[src/rtl/rtc_timekeeper.sv]
// hh:mm:ss timekeeper with prescaler, run/hold, checked time load, 12h/24h display and rollover strobes.
// Optional alarm compare is built only when RTC_ALARM_EN is defined.
module rtc_timekeeper #(
  parameter int CLK_PER_SEC = 4
) (
  input  logic       clk,
  input  logic       rst,
  input  logic       en,
  input  logic       mode_12h,
  input  logic       load,
  input  logic [4:0] load_hh,
  input  logic [5:0] load_mm,
  input  logic [5:0] load_ss,
  output logic [4:0] hh,
  output logic [5:0] mm,
  output logic [5:0] ss,
  output logic       pm,
  output logic       sec_pulse,
  output logic       min_pulse,
  output logic       hour_pulse,
  output logic       day_pulse,
  output logic       load_err
`ifdef RTC_ALARM_EN
  ,
  input  logic       alarm_set,
  input  logic [4:0] alarm_hh,
  input  logic [5:0] alarm_mm,
  output logic       alarm_hit
`endif
);

  localparam int PS_W = (CLK_PER_SEC > 1) ? $clog2(CLK_PER_SEC) : 1;
  localparam logic [PS_W-1:0] PS_LAST = PS_W'(CLK_PER_SEC - 1);

  logic [PS_W-1:0] ps_q, ps_d;
  logic [4:0]      h_q, h_d;
  logic [5:0]      mm_q, mm_d;
  logic [5:0]      ss_q, ss_d;
  logic            sec_q, sec_d, min_q, min_d, hour_q, hour_d, day_q, day_d;
  logic            load_err_q, load_err_d;
  logic            tick, load_ok;

  always_comb begin
    load_ok    = (load_hh <= 5'd23) && (load_mm <= 6'd59) && (load_ss <= 6'd59);
    tick       = en && (ps_q == PS_LAST);
    ps_d       = ps_q;
    h_d        = h_q;
    mm_d       = mm_q;
    ss_d       = ss_q;
    sec_d      = 1'b0;
    min_d      = 1'b0;
    hour_d     = 1'b0;
    day_d      = 1'b0;
    load_err_d = 1'b0;
    // A load takes priority over counting; a rejected load freezes everything for that edge.
    if (load) begin
      if (load_ok) begin
        h_d  = load_hh;
        mm_d = load_mm;
        ss_d = load_ss;
        ps_d = '0;
      end else begin
        load_err_d = 1'b1;
      end
    end else if (en) begin
      if (tick) begin
        ps_d  = '0;
        sec_d = 1'b1;
        if (ss_q == 6'd59) begin
          ss_d  = 6'd0;
          min_d = 1'b1;
          if (mm_q == 6'd59) begin
            mm_d   = 6'd0;
            hour_d = 1'b1;
            if (h_q == 5'd23) begin
              h_d   = 5'd0;
              day_d = 1'b1;
            end else begin
              h_d = h_q + 5'd1;
            end
          end else begin
            mm_d = mm_q + 6'd1;
          end
        end else begin
          ss_d = ss_q + 6'd1;
        end
      end else begin
        ps_d = ps_q + PS_W'(1);
      end
    end
  end

  always_ff @(posedge clk or posedge rst) begin
    if (rst) begin
      ps_q       <= '0;
      h_q        <= 5'd0;
      mm_q       <= 6'd0;
      ss_q       <= 6'd0;
      sec_q      <= 1'b0;
      min_q      <= 1'b0;
      hour_q     <= 1'b0;
      day_q      <= 1'b0;
      load_err_q <= 1'b0;
    end else begin
      ps_q       <= ps_d;
      h_q        <= h_d;
      mm_q       <= mm_d;
      ss_q       <= ss_d;
      sec_q      <= sec_d;
      min_q      <= min_d;
      hour_q     <= hour_d;
      day_q      <= day_d;
      load_err_q <= load_err_d;
    end
  end

  // Display mapping only; the internal hour is always 0..23.
  always_comb begin
    hh = h_q;
    if (mode_12h) begin
      if (h_q == 5'd0)       hh = 5'd12;
      else if (h_q > 5'd12)  hh = h_q - 5'd12;
    end
  end

  assign pm         = (h_q >= 5'd12);
  assign mm         = mm_q;
  assign ss         = ss_q;
  assign sec_pulse  = sec_q;
  assign min_pulse  = min_q;
  assign hour_pulse = hour_q;
  assign day_pulse  = day_q;
  assign load_err   = load_err_q;

`ifdef RTC_ALARM_EN
  logic       armed_q, armed_d;
  logic [4:0] al_hh_q, al_hh_d;
  logic [5:0] al_mm_q, al_mm_d;
  logic       hit_q, hit_d;

  // Only a counting advance can fire the alarm, so the match is gated by a non-load tick.
  always_comb begin
    armed_d = armed_q;
    al_hh_d = al_hh_q;
    al_mm_d = al_mm_q;
    hit_d   = tick && !load && armed_q && (h_d == al_hh_q) && (mm_d == al_mm_q) && (ss_d == 6'd0);
    if (alarm_set && (alarm_hh <= 5'd23) && (alarm_mm <= 6'd59)) begin
      armed_d = 1'b1;
      al_hh_d = alarm_hh;
      al_mm_d = alarm_mm;
    end
  end

  always_ff @(posedge clk or posedge rst) begin
    if (rst) begin
      armed_q <= 1'b0;
      al_hh_q <= 5'd0;
      al_mm_q <= 6'd0;
      hit_q   <= 1'b0;
    end else begin
      armed_q <= armed_d;
      al_hh_q <= al_hh_d;
      al_mm_q <= al_mm_d;
      hit_q   <= hit_d;
    end
  end

  assign alarm_hit = hit_q;
`endif

endmodule

[config.mk]
export PLATFORM = sky130hd
export DESIGN_NAME = rtc_timekeeper
export DESIGN_NICKNAME = d
export VERILOG_FILES = /design/src/rtl/rtc_timekeeper.sv
export SDC_FILE = /design/constraint.sdc
export NUM_CORES = 1
export LEC_CHECK = 0
export CAP_MARGIN = 5
export CELL_PAD_IN_SITES_DETAIL_PLACEMENT = 1
export CELL_PAD_IN_SITES_GLOBAL_PLACEMENT = 2
export CORE_UTILIZATION = 31
export CTS_CLUSTER_SIZE = 16
export DETAILED_ROUTE_END_ITERATION = 8
export GPL_TIMING_DRIVEN = 0
export PLACE_DENSITY = 0.82
export SYNTH_ARGS = -nofsm -noshare
export SYNTH_HDL_FRONTEND = slang
export SYNTH_SLANG_ARGS = --single-unit
[constraint.sdc]
create_clock -name clk -period 2.7 [get_ports clk]
set_clock_uncertainty 0.1 [all_clocks]
set_input_delay 0.54 -clock clk [delete_from_list [all_inputs] [get_ports clk]]
set_output_delay 0.54 -clock clk [all_outputs]
set_load 0.02 [all_outputs]
==> run_results.csv <==
group,metric,value,unit
outcome,status,"finished, final reports clean",
route,highest_layer,"met4",
die,die_y,73.9,um
place,dp_hpwl,3.61,mm
power,ir_drop,0.000400,V
clock_tree,htreeDepth,1,
min_path,hold_path_class,"reg2reg",
timing,fmax,395,MHz
clock_tree,clock_sinks,24,
global_routing,antenna_found_initial,0,
route,vias,1553,
yosys,ys_types,47,
worst_setup_path,startpoint_type,"flip-flop",
worst_setup_path,cp.arrival,1890,ps
yosys,synth_fp_nets,194,
route,met1_length,2.10,mm
clock_tree,post_cts_buffers,0,
clock_tree,cts_tree,"built",
die,initial_core_util,0.331,
layout,fin_cells,278,
die,dieArea,5470,um2
timing,grt_setup_unrepaired,"no",
timing,setup_violations,0,
route,drc,0,
layout,num_antenna_cells,0,
yosys,syn_avg_cell_area,9.78,um2
clock_tree,insertion_delay,280,ps
yosys,synth_edf_count,0,
power,p_leak,0.927,nW
place,place_ws,-257,ps
yosys,synth.area.top_cells,"dfrtp_1 (37%), ha_1 (6.2%), a22o_1 (4.9%)",
place,gp_congestion,0.779,
timing,min_period,2530,ps
route,avgViaCountPerCell,5.59,
timing,layout_setup_ws,166,ps
clock_tree,cts_buffer_depth,2,
yosys,synth_area_leader_cell,"dfrtp_1",
yosys,ys_seq_elements,24,
route,wl_per_cell,17.0,um
timing,finalCritPeriodShare,0.938,
job,drv_cap,0,
global_routing,grt_use_total,0.185,
layout,drive_gt1_frac,0.128,
worst_setup_path,worstPathRequired,2060,ps
die,pin_count,45,
timing,maxSlewViolCount,0,
yosys,synth_top_cell_area_share,0.374,
timing,fin_tns_setup,0,ps
yosys,async_reset_ff_frac,1.00,
route,met3WireLength,243,um
die,rows,25,
global_routing,grt_pass1_wl,7.84,mm
worst_setup_path,worst-path-max-fanout,6,
clock_tree,path_clk_slew,100,ps
layout,syn2layout_area_growth,35.4,%
power,power_density,721,nW/um2
timing,worst_pin_slew,979,ps
die,core-area,4850,um2
route,drt_wl_total,4.73,mm
yosys,syn_inst,164,
yosys,synth_area,1600,um2
route,firstDrtPassIters,4,
timing,max-slew-margin-rel,0.347,
clock_tree,numCtsBuffers,3,
global_routing,grt_overflow,0,
route,dr_wl_met2,2.36,mm
layout,fin_util,0.448,
die,die_w,73.9,um
yosys,dominantRegCellSynth,"dfrtp_1",
worst_setup_path,critPathKind,"reg2out",
clock_tree,cts-root-buf,"clkbuf_8",
timing,whs,446,ps
global_routing,grt_pass1_vias,1611,
route,drt_iter0_drc,72,
place,port_buffers,43,
timing,finalHoldViolCount,0,
route,postRouteAntennaNets,0,
place,placed_cells,274,
global_routing,grt_max_degree,25,
layout,nNetsFinal,242,
yosys,ys_seq_area_frac,0.374,
worst_setup_path,end_kind,"output port",
yosys,yosys_warnings,0,
-- cells in the final DEF (no fill, tap or decap), types with 3 or more instances in the layout --
cell type and count:
clkdlybuf4s50_1 38, dfrtp_1 23, nand2_1 17, inv_1 11, o21ai_0 11, a22o_1 9
nand3_1 8, ha_1 7, nor2_1 6, a21oi_1 5, o31ai_1 4, mux2_2 4
nor4_1 4, clkbuf_8 4, nand4_1 3, a31oi_1 3, o2bb2ai_1 3, mux2i_1 3
nor3_1 3
-- report_power, final --
| group | total, W | internal, W | switching, W |
|---|---|---|---|
| combinational | 0.000745 | 0.000341 | 0.000403 |
| sequential | 0.000561 | 0.000441 | 0.000119 |
| clock | 0.000261 | 0.000131 | 0.000130 |
| total | 0.00157 | 0.000913 | 0.000653 |
-- worst paths after layout --
check / end / depth (start not counted) / slack, ps / start
setup / recovery: hh[2] / 7 / 170 / h_q[0]
hold / removal: ss[1] / 2 / 450 / ss[1]
setup reg to reg: mm[0] / 5 / 630 / ss[0]
hold reg to reg: ss[1] / 2 / 450 / ss[1]
max in group asynchronous: h_q[2] / 2 / 1160 / rst
min in group asynchronous: mm[5] / 2 / 690 / rst
-- synth_stat cells, types with 2 or more instances --
master / n
mux2_2: 4
nor3_1: 3
nand3_1: 8
dfrtp_1: 24
a211oi_1: 2
ha_1: 8
o31ai_1: 4
nor2_1: 6
inv_1: 11
o2bb2ai_1: 3
a21oi_1: 5
a21o_1: 2
a22o_1: 9
a32o_1: 2
a221o_1: 2
and2_1: 2
o21ai_0: 11
nor4_1: 4
buf_6: 2
nand2_1: 17
a31oi_1: 3
nand4_1: 3
clkbuf_1: 2
buf_2: 2
mux2i_1: 3
-- critical path: stages (launching register included) --
cell and delay (ps):
dfrtp_1 450, inv_1 80, ha_1 210, nand2_1 90
a31oi_1 260, nor3_1 70, o21ai_0 140, clkdlybuf4s15_1 320
-- per-layer routing --
metal  track usage  vias to the layer above
li1              -                      718
met1         0.233                      767
met2         0.329                       62
met3        0.0271                        6
met4        0.0491                        0
met5             0                        -
-- per-stage QoR --
stage	cell area (um2)	power [W]
final	2170	0.00157
after global routing	2170	0.00167
after CTS	2170	0.00158
after detailed placement	2120	0.00134
after global placement	2120	0.00130
after floorplan	1600	0.000993
-- sequential cells by signal (all words and copies together) (netlist names) --
signal      cells
ss              6
mm              6
h_q             5
day_pulse       1
min_pulse       1
ps_q            2
sec_pulse       1
load_err        1
hour_pulse      1
-- final cells by class --
| class | instances | area, um2 |
|---|---|---|
| plain buffers | 6 | 40.0 |
| clock buffers | 4 | 55.1 |
| fillers | 556 | 2680 |
| inverters | 12 | 47.5 |
| multi-input cells | 122 | 918 |
| flip-flops and latches | 24 | 602 |
| well taps | 67 | 83.8 |
| repair buffers | 43 | 425 |
-- cell families (layout without fill, tap and decap cells) --
group	after synthesis	count (layout)	share of synthesized area
buf+inv	18	65	0.0546
flops	24	24	0.374
compound gates	53	53	0.268
fa+ha+maj	8	8	0.0624
simple gates	54	54	0.194
mux	7	7	0.0468
-- what timing repair did --
| action | in CTS | in global routing |
|---|---|---|
| gates resized for setup | 4 | 10 |
| pin swaps | 0 | 0 |
| hold buffers | 0 | 0 |
| setup endpoints to repair | 3 | 5 |
(Power assumes the default switching activity.)
